$ cat src/rtl/lsu_pkg.sv
// Shared definitions for the load/store unit: FSM states, RV64 funct3 codes
// and size helpers. Build option: LSU_MISALIGN_CHECK_EN adds the ERR state.
package lsu_pkg;

   localparam logic [2:0] F3_B  = 3'd0;
   localparam logic [2:0] F3_H  = 3'd1;
   localparam logic [2:0] F3_W  = 3'd2;
   localparam logic [2:0] F3_D  = 3'd3;
   localparam logic [2:0] F3_BU = 3'd4;
   localparam logic [2:0] F3_HU = 3'd5;
   localparam logic [2:0] F3_WU = 3'd6;

   typedef enum logic [2:0] {
      IDLE,
      RD,
      WR,
      RESP
`ifdef LSU_MISALIGN_CHECK_EN
      ,ERR
`endif
   } lsu_state_e;

   // Access size in bytes; code 7 falls through to a doubleword.
   function automatic logic [3:0] size_bytes(input logic [2:0] funct3);
      case (funct3[1:0])
         2'd0:    return 4'd1;
         2'd1:    return 4'd2;
         2'd2:    return 4'd4;
         default: return 4'd8;
      endcase
   endfunction

   // Only lb/lh/lw sign-extend; everything else (incl. illegal 7) is zero-extended.
   function automatic logic is_signed_load(input logic [2:0] funct3);
      return (funct3 == F3_B) || (funct3 == F3_H) || (funct3 == F3_W);
   endfunction

   // Stores have no unsigned variants: codes 4..7 are treated as sd.
   function automatic logic [2:0] store_f3_norm(input logic [2:0] funct3);
      return funct3[2] ? F3_D : funct3;
   endfunction

endpackage

$ cat src/rtl/lsu_lane_align.sv
// Byte-lane alignment: extracts and extends load data from a doubleword, and
// merges right-aligned store data into a doubleword for read-modify-write.
module lsu_lane_align
   import lsu_pkg::*;
#(
   parameter int DATA_W = 64
) (
   input  logic [DATA_W-1:0] word,
   input  logic [DATA_W-1:0] wdata,
   input  logic [2:0]        off,
   input  logic [2:0]        funct3,
   output logic [DATA_W-1:0] load_data,
   output logic [DATA_W-1:0] merged_wd
);

   logic [5:0]        sh_amt;
   logic [DATA_W-1:0] word_sh;
   logic [DATA_W-1:0] wdata_sh;
   logic [3:0]        size;
   logic              sgn;
   logic [7:0]        lane_base;
   logic [7:0]        lane_mask;

   assign sh_amt   = {off, 3'b000};
   assign word_sh  = word >> sh_amt;
   assign wdata_sh = wdata << sh_amt;
   assign size     = size_bytes(funct3);
   assign sgn      = is_signed_load(funct3);

   // Byte-enable mask for the lanes a store of this size overwrites.
   always_comb begin
      lane_base = 8'hFF;
      case (size)
         4'd1:    lane_base = 8'h01;
         4'd2:    lane_base = 8'h03;
         4'd4:    lane_base = 8'h0F;
         default: lane_base = 8'hFF;
      endcase
      lane_mask = lane_base << off;
   end

   // Load extract: lane already shifted to bit 0, now mask and extend.
   always_comb begin
      load_data = word_sh;
      case (size)
         4'd1:    load_data = {{(DATA_W-8){sgn & word_sh[7]}},   word_sh[7:0]};
         4'd2:    load_data = {{(DATA_W-16){sgn & word_sh[15]}}, word_sh[15:0]};
         4'd4:    load_data = {{(DATA_W-32){sgn & word_sh[31]}}, word_sh[31:0]};
         default: load_data = word_sh;
      endcase
   end

   generate
      for (genvar gi = 0; gi < 8; gi++) begin : g_merge
         assign merged_wd[8*gi +: 8] = lane_mask[gi] ? wdata_sh[8*gi +: 8] : word[8*gi +: 8];
      end
   endgenerate

endmodule

$ cat src/rtl/lsu_master.sv
// Load/store initiator between the core memory stage and a 64-bit data
// memory. One request in flight; sub-doubleword stores use read-modify-write.
// Build option: LSU_MISALIGN_CHECK_EN flags misaligned accesses through an
// ERR response instead of force-aligning the byte offset.
module lsu_master
   import lsu_pkg::*;
#(
   parameter int DM_ADDRESS = 9,
   parameter int DATA_W     = 64
) (
   input  logic                  clk,
   input  logic                  reset,
   input  logic                  req_valid,
   output logic                  req_ready,
   input  logic                  req_we,
   input  logic [2:0]            req_funct3,
   input  logic [63:0]           req_addr,
   input  logic [DATA_W-1:0]     req_wdata,
   output logic                  resp_valid,
   output logic [DATA_W-1:0]     resp_rdata,
   output logic                  resp_err,
   output logic                  mem_read,
   output logic                  mem_write,
   output logic [DM_ADDRESS-1:0] mem_addr,
   output logic [DATA_W-1:0]     mem_wd,
   input  logic [DATA_W-1:0]     mem_rd
);

   lsu_state_e state_q, state_d;

   logic [DM_ADDRESS-1:0] idx_q;
   logic [2:0]            off_q;
   logic                  we_q;
   logic [2:0]            f3_q;
   logic [DATA_W-1:0]     wdata_q;
   logic [DATA_W-1:0]     word_q;
   logic [DATA_W-1:0]     rdata_q;

   logic                  accept;
   logic [2:0]            req_f3_n;
   logic [3:0]            req_size;
   logic [2:0]            req_sz_m1;
   logic [2:0]            req_off_al;
   logic [DATA_W-1:0]     align_word;
   logic [DATA_W-1:0]     load_data;
   logic [DATA_W-1:0]     merged_wd;
   logic                  unused_addr_hi;

   // Address bits above the memory index wrap around.
   assign unused_addr_hi = ^req_addr[63:DM_ADDRESS+3];

   assign req_ready  = (state_q == IDLE);
   assign accept     = req_valid && req_ready;
   assign req_f3_n   = req_we ? store_f3_norm(req_funct3) : req_funct3;
   assign req_size   = size_bytes(req_f3_n);
   assign req_sz_m1  = 3'(req_size - 4'd1);
   assign req_off_al = req_addr[2:0] & ~req_sz_m1;

`ifdef LSU_MISALIGN_CHECK_EN
   logic req_misaligned;
   assign req_misaligned = |(req_addr[2:0] & req_sz_m1);
`endif

   // In RD the live memory word is aligned; in WR the captured word is merged.
   assign align_word = (state_q == RD) ? mem_rd : word_q;
   assign resp_rdata = rdata_q;

   lsu_lane_align #(
      .DATA_W (DATA_W)
   ) u_align (
      .word      (align_word),
      .wdata     (wdata_q),
      .off       (off_q),
      .funct3    (f3_q),
      .load_data (load_data),
      .merged_wd (merged_wd)
   );

   // State register.
   always_ff @(posedge clk) begin
      if (reset) begin
         state_q <= IDLE;
      end else begin
         state_q <= state_d;
      end
   end

   // Request capture, RMW word capture and load result register.
   always_ff @(posedge clk) begin
      if (reset) begin
         idx_q   <= '0;
         off_q   <= '0;
         we_q    <= 1'b0;
         f3_q    <= '0;
         wdata_q <= '0;
         word_q  <= '0;
         rdata_q <= '0;
      end else begin
         if (accept) begin
            idx_q   <= req_addr[DM_ADDRESS+2:3];
            off_q   <= req_off_al;
            we_q    <= req_we;
            f3_q    <= req_f3_n;
            wdata_q <= req_wdata;
            rdata_q <= '0;
         end
         if (state_q == RD) begin
            if (we_q) begin
               word_q <= mem_rd;
            end else begin
               rdata_q <= load_data;
            end
         end
      end
   end

   // Next-state and memory/response strobes.
   always_comb begin
      state_d    = state_q;
      mem_read   = 1'b0;
      mem_write  = 1'b0;
      mem_wd     = '0;
      mem_addr   = '0;
      resp_valid = 1'b0;
      resp_err   = 1'b0;
      if (state_q != IDLE) begin
         mem_addr = idx_q;
      end
      case (state_q)
         IDLE: begin
            if (req_valid) begin
`ifdef LSU_MISALIGN_CHECK_EN
               if (req_misaligned) begin
                  state_d = ERR;
               end else
`endif
               if (req_we && (req_f3_n == F3_D)) begin
                  state_d = WR;
               end else begin
                  state_d = RD;
               end
            end
         end
         RD: begin
            mem_read = 1'b1;
            state_d  = we_q ? WR : RESP;
         end
         WR: begin
            mem_write = 1'b1;
            mem_wd    = (f3_q == F3_D) ? wdata_q : merged_wd;
            state_d   = RESP;
         end
         RESP: begin
            resp_valid = 1'b1;
            state_d    = IDLE;
         end
`ifdef LSU_MISALIGN_CHECK_EN
         ERR: begin
            resp_valid = 1'b1;
            resp_err   = 1'b1;
            state_d    = IDLE;
         end
`endif
         default: state_d = IDLE;
      endcase
   end

endmodule

$ cat config.mk
export PLATFORM = sky130hd
export DESIGN_NAME = lsu_master
export DESIGN_NICKNAME = d
export VERILOG_FILES = /design/src/rtl/lsu_pkg.sv /design/src/rtl/lsu_lane_align.sv /design/src/rtl/lsu_master.sv
export SDC_FILE = /design/constraint.sdc
export NUM_CORES = 1
export LEC_CHECK = 0
export ABC_AREA = 1
export ABC_CLOCK_PERIOD_IN_PS = 3960
export CORE_MARGIN = 1.5
export CORE_UTILIZATION = 55
export DETAILED_ROUTE_END_ITERATION = 8
export PLACE_DENSITY = 0.88
export SKIP_LAST_GASP = 1
export SYNTH_ARGS = -nofsm -noshare
export SYNTH_HDL_FRONTEND = slang
export SYNTH_HIERARCHICAL = 1
export SYNTH_SLANG_ARGS = --single-unit
$ cat constraint.sdc
create_clock -name clk -period 3.96 [get_ports clk]
set_input_delay 0.792 -clock clk [delete_from_list [all_inputs] [get_ports clk]]
set_output_delay 0.792 -clock clk [all_outputs]
set_load 0.05 [all_outputs]
Yosys cells after proc, flatten, opt, wreduce, memory -nomap -nowiden
Cells that the tools add are included.
- output and inout bits: 142
- bits in writable memories: 0
- input bits: 199
- flip-flop bits (word level): 211
- logic and storage cells: 70
- bits in latches: 0
- memories kept: 0
- memory bits (read-only): 0
- div/mod/pow operators: 0
- eq/ne operators: 15
- $mul: 0
- shifts and indexed selects: 3
- magnitude comparators: 0
- bitwise logic cells: 5
- reductions and logical operators: 10
- $add $sub $neg: 1
- multiplexer cells: 28
- operators with widths (operator ; count):
    $mux 64 ; 6
    $pmux 64 s3 ; 1
    $mux 8 ; 8
    $shl 64x6->64 ; 1
    $shr 64x6->64 ; 1
    $pmux 8 s3 ; 1
    $pmux 3 s3 ; 2
    $eq 3x2->1 const B ; 5
    $pmux 4 s3 ; 1
    $mux 9 ; 1
    $shl 8x3->8 ; 1
    $eq 3x1->1 const B ; 2
    $logic_not 3->1 ; 2
    $mux 3 ; 2
    $eq 2x1->1 const B ; 2
    $eq 2x2->1 const B ; 2
    $eq 4x1->1 const B ; 1
    $eq 4x2->1 const B ; 1
    $eq 4x3->1 const B ; 1
    $logic_not 2->1 ; 2
    $mux 1 ; 4
    $mux 2 ; 2
    $and 1x1->1 ; 3
    $and 3x3->3 ; 1
    7 further kinds ; 9

Longest topological paths before layout
- depth after elaboration: 8
- mapped depth: 18
- depth with buffers taken out: 14

Hierarchy
The synthesis kept the hierarchy.
- modules (own cells, without submodules) (module ; seq. area each (um2) ; cells an instance ; area an instance (um2) ; instances):
    lsu_master ; 4204.0 ; 1311 ; 9067.4 ; 1
    lsu_lane_align ; 0.0 ; 1039 ; 4703.3 ; 1

Worst setup path before layout
Ideal clock, no wire load.
- path type: register to output
- start point: register state_q[1]
- end point: output mem_wd[47]
- arrival time: 2.605 ns
- slack: 0.563 ns
- data required time: 3.168 ns
- buffers on the path: 3
- cell stages (with the launch flop): 12
- path through: dfxtp_1 > inv_1 > ha_1 > buf_4 > buf_2 > buf_2 > nand2_1 > o21ai_0 > inv_1 > o21ai_0 > o21ai_0 > nor2_1
- word-level cells in the longest chain between the ends: 5
- elaborated cells on any way between the ends: 6
- classes of those cells: eq/ne (2); mux (4)
- RTL lines (what ; RTL line ; text):
    start: declaration ; lsu_master.sv:29 ; lsu_state_e state_q, state_d;
    start signal: assignment ; lsu_master.sv:84 ; state_q <= state_d;
    $eq 3x1->1 ; lsu_master.sv:65 ; assign align_word = (state_q == RD) ? mem_rd : word_q;
    $mux 64 ; lsu_master.sv:65 ;
    via align_word[47] ; lsu_master.sv:44 ; logic [DATA_W-1:0] align_word;
    $mux 8 ; lsu_lane_align.sv:55 ; assign merged_wd[8*gi +: 8] = lane_mask[gi] ? wdata_sh[8*gi +: 8] : word[8*gi +: 8];
    via merged_wd[47] ; lsu_master.sv:46 ; logic [DATA_W-1:0] merged_wd;
    $mux 64 ; lsu_master.sv:150 ; mem_wd = (f3_q == F3_D) ? wdata_q : merged_wd;
    $mux 64 ; lsu_master.sv:129 ; case (state_q)
    end: declaration ; lsu_master.sv:25 ; output logic [DATA_W-1:0] mem_wd,
The timed path passes the listed nets, and every way through them passes these cells.

Worst setup path after layout
- start point: register state_q[1]
- end point: output mem_wd[26]
Same word-level chain as after synthesis.

==> flow_metrics.tcl <==
set metrics [dict create \
    status "finished with violations" \
    failed_checks "setup timing" \
    clock_latency_ns 0.52 \
    drcViolationCount 0 \
    cts_htree_levels 1 \
    syn_avg_cell_area_um2 5.860 \
    cp-end-kind "output port" \
    ir_drop_v 0.0005926 \
    start_util_pct 56.29 \
    r2r_start "state_q[1]" \
    ys_warn_count 6 \
    clkTransAtPathRegs_ns 0.06 \
    grt_max_degree 129 \
    tritoncts "yes" \
    whs_path_depth 2 \
    cts_made_buffers 21 \
    dpl-instance-area_mm2 0.01720 \
    viasPerCell 5.959 \
    hp-start "word_q[42]" \
    final_cells 2855 \
    hold_viol_final 0 \
    max_freq_ghz 0.2518 \
    num_vias 17013 \
    finalWeightedCongestion 1.080 \
    synth-seq-area-share_pct 30.53 \
    r2r_end "resp_rdata[35]" \
    maxCapViolCount 0 \
    core-area_mm2 0.02446 \
    maxSlewHeadroom_pct 19.01 \
    ios 341 \
    rows 57 \
    use_met2_pct 60.89 \
    antenna_left 0 \
    drv_slew 0 \
    layout-drive-gt1-share_pct 8.103 \
    synthToLayoutAreaGrowth_pct 30.23 \
    die_w_um 161.2 \
    top_usage_layer "met2" \
    fin_crit_sh_pct 100.3 \
    synthCells 2350 \
    wl_per_cell_um 19.87 \
    die-area_mm2 0.02600 \
    timing_worst_setup_path_type "flop to output port" \
    synth_fp_nets 2553 \
    hold_end "word_q[42]" \
    grtUsageMet1_pct 57.32 \
    ctsHoldBuffers 0 \
    dr.pass1.iters 6 \
    wl_um 56720 \
    setup_viol 3 \
    finalWorstSetupSlack_ns -0.01214 \
    cts_buffer_depth 3 \
    reg2reg_depth 12 \
    finalCriticalPeriod_ns 3.972 \
    dpl.cell_count 2816 \
    fin_area_mm2 0.01793 \
    worstSetupStartpointType "flop" \
    track_usage_pct 41.83 \
    p_per_area_mw_per_mm2 695.0 \
    synth_cell_types 35 \
    post-place-ws_ns 0.5052 \
    synth_area_mm2 0.01377 \
    antenna_found_initial 1 \
    r2r_slack_ns 0.61 \
    power.total_uw 12460 \
    grt_setup_unrepaired "yes" \
    worstPathArrival_ns 3.18 \
    drtIter0Drc 2804 \
    root_buffer "clkbuf_16" \
    min_path_type "flop to flop" \
    clock_skew_ns 0.02540 \
    grt_pass1_wl_um 84770 \
    met3_usage_pct 9.810 \
    tightestPinTransition_ns 1.202 \
    die_h_um 161.2 \
    critPathRequiredTime_ns 3.17 \
    grt_overflow_total 0 \
    dp_hpwl_um 41420 \
    worstPathMaxFanout 36 \
    grt_pass1_vias 14994 \
    leakage_uw 0.007618 \
    nNetsFinal 2719 \
    clock_sinks 210 \
    io_buffers 287 \
    yosys_register_bits 210 \
]
report_power, final:
group	switching [uW]	internal (uW)	leakage, uW	total, uW
Sequential	460	2650	0.00172	3110
Clock	846	1200	0.000342	2050
Combinational	5090	2220	0.00556	7310
Total	6390	6070	0.00762	12500
sequential cells by signal (all words and copies together) (netlist names):
name / flops
off_q: 3
idx_q: 9
f3_q: 3
we_q: 1
resp_rdata: 64
state_q: 2
word_q: 64
wdata_q: 64
cell usage after synthesis, drive strengths merged:
cell | count | area share, %
a31oi | 1 | 0.091
a22oi | 2 | 0.21
ha | 4 | 0.36
conb | 1 | 0.027
a211oi | 1 | 0.055
inv | 142 | 3.9
clkbuf | 101 | 2.8
nor3 | 2 | 0.15
buf | 91 | 3.7
nand4 | 32 | 1.5
a21oi | 167 | 6.2
dfxtp | 210 | 31
or2 | 26 | 1.2
o211ai | 17 | 0.93
nand3 | 141 | 5.2
o21ai | 491 | 18
nor2 | 295 | 8.2
nand2 | 625 | 17
clkinv | 1 | 0.027
through the flow:
| step | utilization (%) | hold slack (ns) | setup TNS (ns) |
|---|---|---|---|
| floorplan | - | 0.4238 | 0 |
| global placement | 70.31 | 0.4322 | 0 |
| detailed placement | 70.31 | 0.4369 | 0 |
| CTS | 73.22 | 0.4467 | 0 |
| global route | 73.30 | 0.4575 | -0.01013 |
| finish | 73.31 | 0.4452 | -0.01805 |
layout by cell type, fill, tap and decap left out, drive strengths merged, types with 4 or more instances in the layout:
cell / count
nand2: 625
o21ai: 491
nor2: 295
clkdlybuf4s50: 223
dfxtp: 210
a21oi: 167
inv: 142
nand3: 141
buf: 112
nand4: 32
clkbuf: 32
or2: 26
o211ai: 17
ha: 4
clkinv: 4
cell families after synthesis:
group           after synthesis  synth area share [%]
buf+inv                     335                 10.48
flops                       210                 30.53
other cells                   1               0.02723
compound gates              679                 25.36
simple gates               1121                 33.25
fa+ha+maj                     4                0.3635
per-layer routing:
metal | vias to the layer above | wire (um)
met1 | 7637 | 22270
li1 | 8005 | -
met3 | 181 | 7637
met4 | 2 | 3200
met2 | 1188 | 23580
met5 | - | 40
how the worst max path moves through the flow:
| stage | slack (ns) | cells after the start | startpoint | endpoint |
|---|---|---|---|---|
| finish | -0.01 | 9 | state_q[1] | mem_wd[26] |
| global placement | 0.54 | 8 | mem_rd[18] | mem_wd[18] |
| global route | -0.01 | 9 | state_q[0] | mem_wd[28] |
| CTS | 0.01 | 8 | off_q[1] | mem_wd[24] |
| floorplan | 0.56 | 11 | state_q[1] | mem_wd[47] |
| detailed placement | 0.51 | 8 | mem_rd[18] | mem_wd[18] |
critical path: stages, from the launching register on:
cell and delay [ns]:
dfxtp_1 0.39, inv_1 0.11, ha_4 0.32, buf_4 0.27, o21ai_0 0.57, inv_1 0.25, o21ai_0 0.24, o21ai_0 0.12
nor2_1 0.21, buf_12 0.17
cell type report:
cell class                      instances  area [um^2]
Antenna cell                            1        2.502
Clock buffer                           32        616.8
Clock inverter                          5        75.07
Fill cell                            1984         6529
Inverter                              143        539.3
Multi-Input combinational cell       1805         8159
Sequential cell                       210         4213
Tap cell                              324        405.4
Timing Repair Buffer                  335         3923
what timing repair did:
item,in CTS,in global routing
gates resized for setup,0,12
buffers inserted,1,0
endpoints found under the setup margin,2,24
No activity file was read; power rests on OpenSTA's default activity.
